===== config.mk =====
export PLATFORM = sky130hd
export DESIGN_NAME = pr_region_freeze_ctrl
export DESIGN_NICKNAME = d
export VERILOG_FILES = /design/src/rtl/pr_region_freeze_ctrl.sv
export SDC_FILE = /design/constraint.sdc
export NUM_CORES = 1
export LEC_CHECK = 0
export ABC_AREA = 1
export ABC_CLOCK_PERIOD_IN_PS = 3100
export BUFFER_PORTS_ARGS = -buffer_cell sky130_fd_sc_hd__buf_4
export CAP_MARGIN = 20
export CORE_UTILIZATION = 50
export CTS_CLUSTER_DIAMETER = 80
export DETAILED_ROUTE_END_ITERATION = 8
export PLACE_DENSITY_LB_ADDON = 0.25
export SYNTH_ARGS = -nofsm -noshare
export SYNTH_HDL_FRONTEND = slang
export SYNTH_SLANG_ARGS = --single-unit

===== constraint.sdc =====
create_clock -name clk -period 3.1 [get_ports clk]
set_input_delay 0.93 -clock clk [delete_from_list [all_inputs] [get_ports clk]]
set_output_delay 0.93 -clock clk [all_outputs]
set_load 0.005 [all_outputs]

===== src/rtl/pr_region_freeze_ctrl.sv =====
// Freeze/unfreeze sequencer for a partial-reconfiguration region: drains outstanding
// traffic, holds the region frozen, then pulses region reset before releasing it.
module pr_region_freeze_ctrl #(
  parameter int unsigned DRAIN_TIMEOUT = 1024,
  parameter int unsigned RESET_CYCLES  = 16
) (
  input  logic       clk,
  input  logic       reset_n,
  input  logic       freeze_req,
  input  logic       unfreeze_req,
  input  logic       reset_req,
  input  logic       region_busy,
  output logic       freeze_status,
  output logic       unfreeze_status,
  output logic [1:0] illegal_req,
  output logic       region_freeze,
  output logic       region_reset
);

  localparam int unsigned DCW = 16;
  localparam int unsigned RCW = 8;

  localparam logic [1:0] ERR_NONE     = 2'b00;
  localparam logic [1:0] ERR_UNFRZ    = 2'b01;
  localparam logic [1:0] ERR_BOTH     = 2'b10;
  localparam logic [1:0] ERR_TIMEOUT  = 2'b11;

  localparam logic [DCW-1:0] DRAIN_LAST = DCW'(DRAIN_TIMEOUT - 1);
  localparam logic [RCW-1:0] RESET_LAST = RCW'(RESET_CYCLES - 1);

  typedef enum logic [2:0] {RUN, DRAIN, FROZEN, URESET, UACK} state_t;

  state_t         state;
  state_t         state_nx_c;
  logic [DCW-1:0] drain_cnt;
  logic [RCW-1:0] rst_cnt;
  logic           both_c;
  logic           timeout_c;
  logic           keep_timeout_c;
  logic [1:0]     err_nx_c;

  // Next-state decode; both requests high blocks every transition.
  always_comb begin
    state_nx_c = state;
    timeout_c  = 1'b0;
    both_c     = freeze_req & unfreeze_req;
    case (state)
      RUN:    if (freeze_req && !unfreeze_req) state_nx_c = DRAIN;
      DRAIN: begin
        if (!unfreeze_req) begin
          if (!region_busy) begin
            state_nx_c = FROZEN;
          end else if (drain_cnt >= DRAIN_LAST) begin
            state_nx_c = FROZEN;
            timeout_c  = 1'b1;
          end
        end
      end
      FROZEN: if (unfreeze_req && !freeze_req) state_nx_c = URESET;
      URESET: if (!both_c && rst_cnt >= RESET_LAST) state_nx_c = UACK;
      UACK:   if (!unfreeze_req) state_nx_c = RUN;
      default: state_nx_c = RUN;
    endcase
  end

  // Error code: timeout is sticky until unfreeze starts or reset_req; others clear when idle.
  always_comb begin
    err_nx_c       = illegal_req;
    keep_timeout_c = (illegal_req == ERR_TIMEOUT) && !reset_req &&
                     !((state != URESET) && (state_nx_c == URESET));
    if (timeout_c || keep_timeout_c) begin
      err_nx_c = ERR_TIMEOUT;
    end else if (both_c) begin
      err_nx_c = ERR_BOTH;
    end else if (unfreeze_req && ((state == RUN) || (state == DRAIN))) begin
      err_nx_c = ERR_UNFRZ;
    end else if (!freeze_req && !unfreeze_req) begin
      err_nx_c = ERR_NONE;
    end else if (illegal_req == ERR_TIMEOUT) begin
      err_nx_c = ERR_NONE;
    end
  end

  always_ff @(posedge clk or negedge reset_n) begin
    if (!reset_n) begin
      state           <= RUN;
      drain_cnt       <= '0;
      rst_cnt         <= '0;
      freeze_status   <= 1'b0;
      unfreeze_status <= 1'b0;
      illegal_req     <= ERR_NONE;
      region_freeze   <= 1'b0;
      region_reset    <= 1'b0;
    end else begin
      state <= state_nx_c;

      if (state != DRAIN) begin
        drain_cnt <= '0;
      end else if (drain_cnt < DRAIN_LAST) begin
        drain_cnt <= drain_cnt + DCW'(1);
      end

      if (state != URESET) begin
        rst_cnt <= '0;
      end else if (!both_c && rst_cnt < RESET_LAST) begin
        rst_cnt <= rst_cnt + RCW'(1);
      end

      freeze_status   <= (state_nx_c == FROZEN);
      unfreeze_status <= (state_nx_c == UACK);
      region_freeze   <= (state_nx_c == DRAIN) || (state_nx_c == FROZEN) ||
                         (state_nx_c == URESET);
      region_reset    <= reset_req || (state_nx_c == URESET);
      illegal_req     <= err_nx_c;
    end
  end

endmodule


==> Word level (Yosys, flattened, before mapping) <==
Cells that the tools add are included.
{ "word_totals": {"register_bits": 33, "latch_bits": 0, "ramBits": 0, "mem_bits_ro": 0, "inputBits": 6, "output_inout_bits": 6, "mem_count": 0} }
{ "classes": {"add_sub_neg": 2, "mul": 0, "div": 0, "order_cmp": 4, "n_eq_ne": 11, "n_shift": 0, "n_mux": 21, "bitwise": 1, "reduce_logical": 23} }
{ "ops": {"columns": ["cell", "n"], "rows": [
  ["2-to-1 mux 16 bit", 2],
  ["2-to-1 mux 3 bit", 7],
  ["adder 16 x 1 -> 16 bit (second input constant)", 1],
  ["greater-or-equal comparator 16 x 10 -> 1 bit (second input constant)", 1],
  ["less-than comparator 16 x 10 -> 1 bit (second input constant)", 1],
  ["2-to-1 mux 8 bit", 2],
  ["one-hot mux 3 bit (5 select lines)", 1],
  ["== test 3 x 2 -> 1 bit (second input constant)", 4],
  ["2-to-1 mux 2 bit", 5],
  ["logical AND 1 bit", 9],
  ["adder 8 x 1 -> 8 bit (second input constant)", 1],
  ["greater-or-equal comparator 8 x 4 -> 1 bit (second input constant)", 1],
  ["less-than comparator 8 x 4 -> 1 bit (second input constant)", 1],
  ["== test 3 x 1 -> 1 bit (second input constant)", 2],
  ["== test 3 bit (second input constant)", 2],
  ["zero test 1 bit", 5],
  ["logical OR 1 bit", 5],
  ["nonzero test 5 bit", 1],
  ["2-to-1 mux 1 bit", 4],
  ["nonzero test 2 bit", 2],
  ["zero test 3 bit", 1],
  ["!= test 3 x 1 -> 1 bit (second input constant)", 1],
  ["!= test 3 x 2 -> 1 bit (second input constant)", 1],
  ["== test 2 bit (second input constant)", 1],
  ["bitwise AND 1 bit", 1]
]} }

==> Depth between registers and ports, before layout <==
{ "logic_depth": {"depth_word": 11, "ltp_mapped": 10, "depth_no_buf": 10} }

==> Worst setup path before layout <==
OpenSTA, ideal clock, no wires.
{ "synth_timing": {"path_kind": "input-to-reg", "startpoint": "in freeze_req", "endpoint": "reg region_freeze", "arrival_time_ns": 1.607, "required_time_ns": 2.976, "path_slack_ns": 1.369, "cell_stages": 5, "path_cell_list": "nand2_1 inv_1 o21ai_2 nand3_1 or2_1"} }
{ "synth_between": {"elab_chain_cells": 8, "elab_cells_between_ends": 15} }
{ "synth_lines": {"columns": ["element", "line", "rtl"], "rows": [
  ["start, declared", "9", "input logic freeze_req,"],
  ["bitwise AND 1 bit", "46", "both_c = freeze_req & unfreeze_req;"],
  ["zero test 1 bit", "60", "URESET: if (!both_c && rst_cnt >= RESET_LAST) state_nx_c = UACK;"],
  ["logical AND 1 bit", "60", null],
  ["2-to-1 mux 3 bit", "60", null],
  ["one-hot mux 3 bit (5 select lines) *", "47", "case (state)"],
  ["named net state_nx_c[1]", "34", "state_t state_nx_c;"],
  ["== test 3 x 1 -> 1 bit / == test 3 x 2 -> 1 bit (equally long branches)", "111", "region_freeze <= (state_nx_c == DRAIN) || (state_nx_c == FROZEN) ||"],
  ["logical OR 1 bit", "111", null],
  ["logical OR 1 bit *", "111", null],
  ["end signal, assigned", "111", null],
  ["end, declared", "16", "output logic region_freeze,"]
]} }
Mark *: on every way through the listed nets, which the timed path passes. The rest lies on a longest branch.
A chain may end at the register's enable or synchronous reset.

==> Worst setup path after layout <==
{ "layout_timing": {"startpoint": "reg illegal_req[0]", "endpoint": "out illegal_req[0]"} }
{ "layout_rtl": {"columns": ["element", "line", "rtl"], "rows": [
  ["start, declared", "15", "output logic [1:0] illegal_req,"],
  ["start signal, assigned", "114", "illegal_req <= err_nx_c;"]
]} }
No word-level cell between the ends.

==> metrics.yaml <==
min_path:
  hp-start: "rst_cnt[3]"
  min_to: "rst_cnt[3]"
  hold_path_class: "register to register"
  hold_depth: 1
global_route:
  grt.total_usage_pct: 19.8
  grt-ovfl-total: 0
  grt_pass1_wl_um: 4990
  grt_max_degree: 34
  grt_pass1_vias: 1203
  antenna_found_initial: 0
clock_tree:
  cts.path.max_buffers: 2
  cts_setup_buffers: 0
  clock_latency_ps: 340
  cts_root_buf: "clkbuf_4"
  clk_pin_slew_ps: 100
  ctsHtreeMaxLevel: 2
  hold_buffers: 0
  cts_tree: "built"
  cts_resized: 0
  cts-buffers-inserted: 5
  cts.sinks: 33
synthesis:
  synth_ff_type: "dfrtp_1"
  synth_warnings: 0
  netlist_top_cells_count: "33 x dfrtp_1, 30 x inv_1, 30 x nand2_1"
  postSynthCellCount: 189
  async_flop_share_pct: 100
  ys_seq_area_share_pct: 50.6
  ys_ff_latch: 33
  synth_cell_types: 25
  yosysTopAreaCell: "dfrtp_1"
  syn-cell-area_mm2: 0.00163
  syn_avg_cell_area_um2: 8.64
  synth.top_cells.by_area: "dfrtp_1 51%, inv_1 6.9%, nand2_1 6.9%"
  synth_edf_count: 0
  yosysMostFrequentCell: "dfrtp_1"
  synth_fp_nets: 197
  synth_top_area_share_pct: 50.6
floorplanning:
  initial_core_util_pct: 53.0
  num_io_pins: 12
  chipWidth_um: 59.1
  rows: 20
  core_area_mm2: 0.00308
  die-area_mm2: 0.00350
  die_h_um: 59.1
setup_path:
  cpLargestDelayFamily: "flip-flops"
  cp_slowest_stage_delay_ps: 410
  critPathKind: "register to output port"
  critPathArrivalTime_ps: 900
  crit_path_end_kind: "output port"
  cp.depth: 1
  r2r_start: "rst_cnt[0]"
  critPathSlowestCell: "dfrtp_1"
  start_kind: "register"
  rrSetupSlack_ps: 1330
  path_cells: "buf_4"
  r2r_end: "rst_cnt[3]"
  reg2reg_depth: 8
  crit_buf_inv: 1
  cp.required_ps: 2170
  critPathMaxFanout: 3
placed_design:
  io_buffer_count: 11
  pre_cts_ws_ps: 1160
  dp.cells: 243
  gp_congestion: 0.865
  hpwl_um: 2270
sta:
  finalSetupTns_ps: 0
  layout_setup_ws_ps: 1270
  finalCritPeriodShare_pct: 58.9
  fin_skew_ps: 5.81
  finalSetupViolCount: 0
  drv_slew: 0
  final_hold_viol_count: 0
  rsz0062_at_grt: "false"
  period_needed_ps: 1830
  max_clock_freq_mhz: 548
  maxSlewHeadroom_pct: 58.9
  tightest_slew_ps: 614
route:
  firstDrtPassIters: 4
  wirelength_um: 2960
  drc_errors: 0
  vias: 1295
  via_per_inst: 5.16
  drtAntennaViolNets: 0
  wl_per_cell_um: 11.8
  drt_iter0_drc: 72
finish:
  area_growth_syn_to_layout_pct: 10.9
  final_cells: 251
  final.fill_count: 280
  antenna_cells: 0
  drive_gt1_share_pct: 17.9
  fin_nets: 214
power:
  cellLeakagePower_nw: 0.855
  finalPower_mw: 1.09
  p_per_area_mw_per_mm2: 602
  vdd_drop_max_uv: 307
status:
  status: "finished clean"
run:
  drv_cap: 0
==> flip-flops by register name (all words and copies together), names as in the netlist <==
register / flops
region_freeze: 1
state: 3
unfreeze_status: 1
region_reset: 1
rst_cnt: 8
freeze_status: 1
illegal_req: 2
drain_cnt: 16
==> through the flow <==
| stage | instance area (um2) | util [%] | hold WS [ps] |
|---|---|---|---|
| after floorplan | 1630 | - | 433 |
| after global placement | 1760 | 57.2 | 447 |
| after detailed placement | 1760 | 57.2 | 462 |
| after CTS | 1810 | 58.8 | 479 |
| after global routing | 1810 | 58.8 | 500 |
| final | 1810 | 58.8 | 483 |
==> area by class of cell <==
cell class	count	area (um2)	area share [%]
Sequential cell	33	826	45.6
Clock buffer	6	41.3	2.28
Multi-Input combinational cell	124	679	37.5
Inverter	31	116	6.43
Tap cell	44	55.1	3.04
Clock inverter	2	10.0	0.553
Timing Repair Buffer	11	82.6	4.56
==> kinds of logic after synthesis <==
logic type / share of synthesized area, %
AO/OA/AOI/OAI: 8.97
XOR/XNOR: 1.61
AND/OR/NAND/NOR: 29.5
adder cells (fa/ha/maj): 1.53
flip-flops: 50.6
buffers and inverters: 7.82
==> layer usage <==
layer,part of all wire [%],track usage (%)
met1,46,25.1
met2,50,31.0
met3,2.3,4.59
met4,2.3,11.6
met5,0,0
==> worst max path at each step <==
stage	startpoint	endpoint	slack (ps)
finish	illegal_req[0]	illegal_req[0]	1270
global route	rst_cnt[0]	rst_cnt[3]	1160
CTS	illegal_req[0]	illegal_req[0]	1260
detailed placement	unfreeze_req	region_freeze	1160
global placement	unfreeze_req	region_freeze	1200
floorplan	freeze_req	region_freeze	1370
==> where the power goes <==
| group | internal (mW) | switching (mW) |
|---|---|---|
| Sequential | 0.486 | 0.0485 |
| Clock | 0.0862 | 0.142 |
| Combinational | 0.117 | 0.211 |
==> layout by cell type (no fill, tap or decap), types with 5 or more instances in the layout <==
cell type / count
a21oi_1: 6
dfrtp_1: 33
nor2_1: 23
o31ai_1: 5
nand3_1: 15
nand2_1: 30
clkbuf_4: 5
o21ai_0: 10
inv_1: 30
buf_4: 11
nand3_2: 5
(Power assumes the default switching activity.)
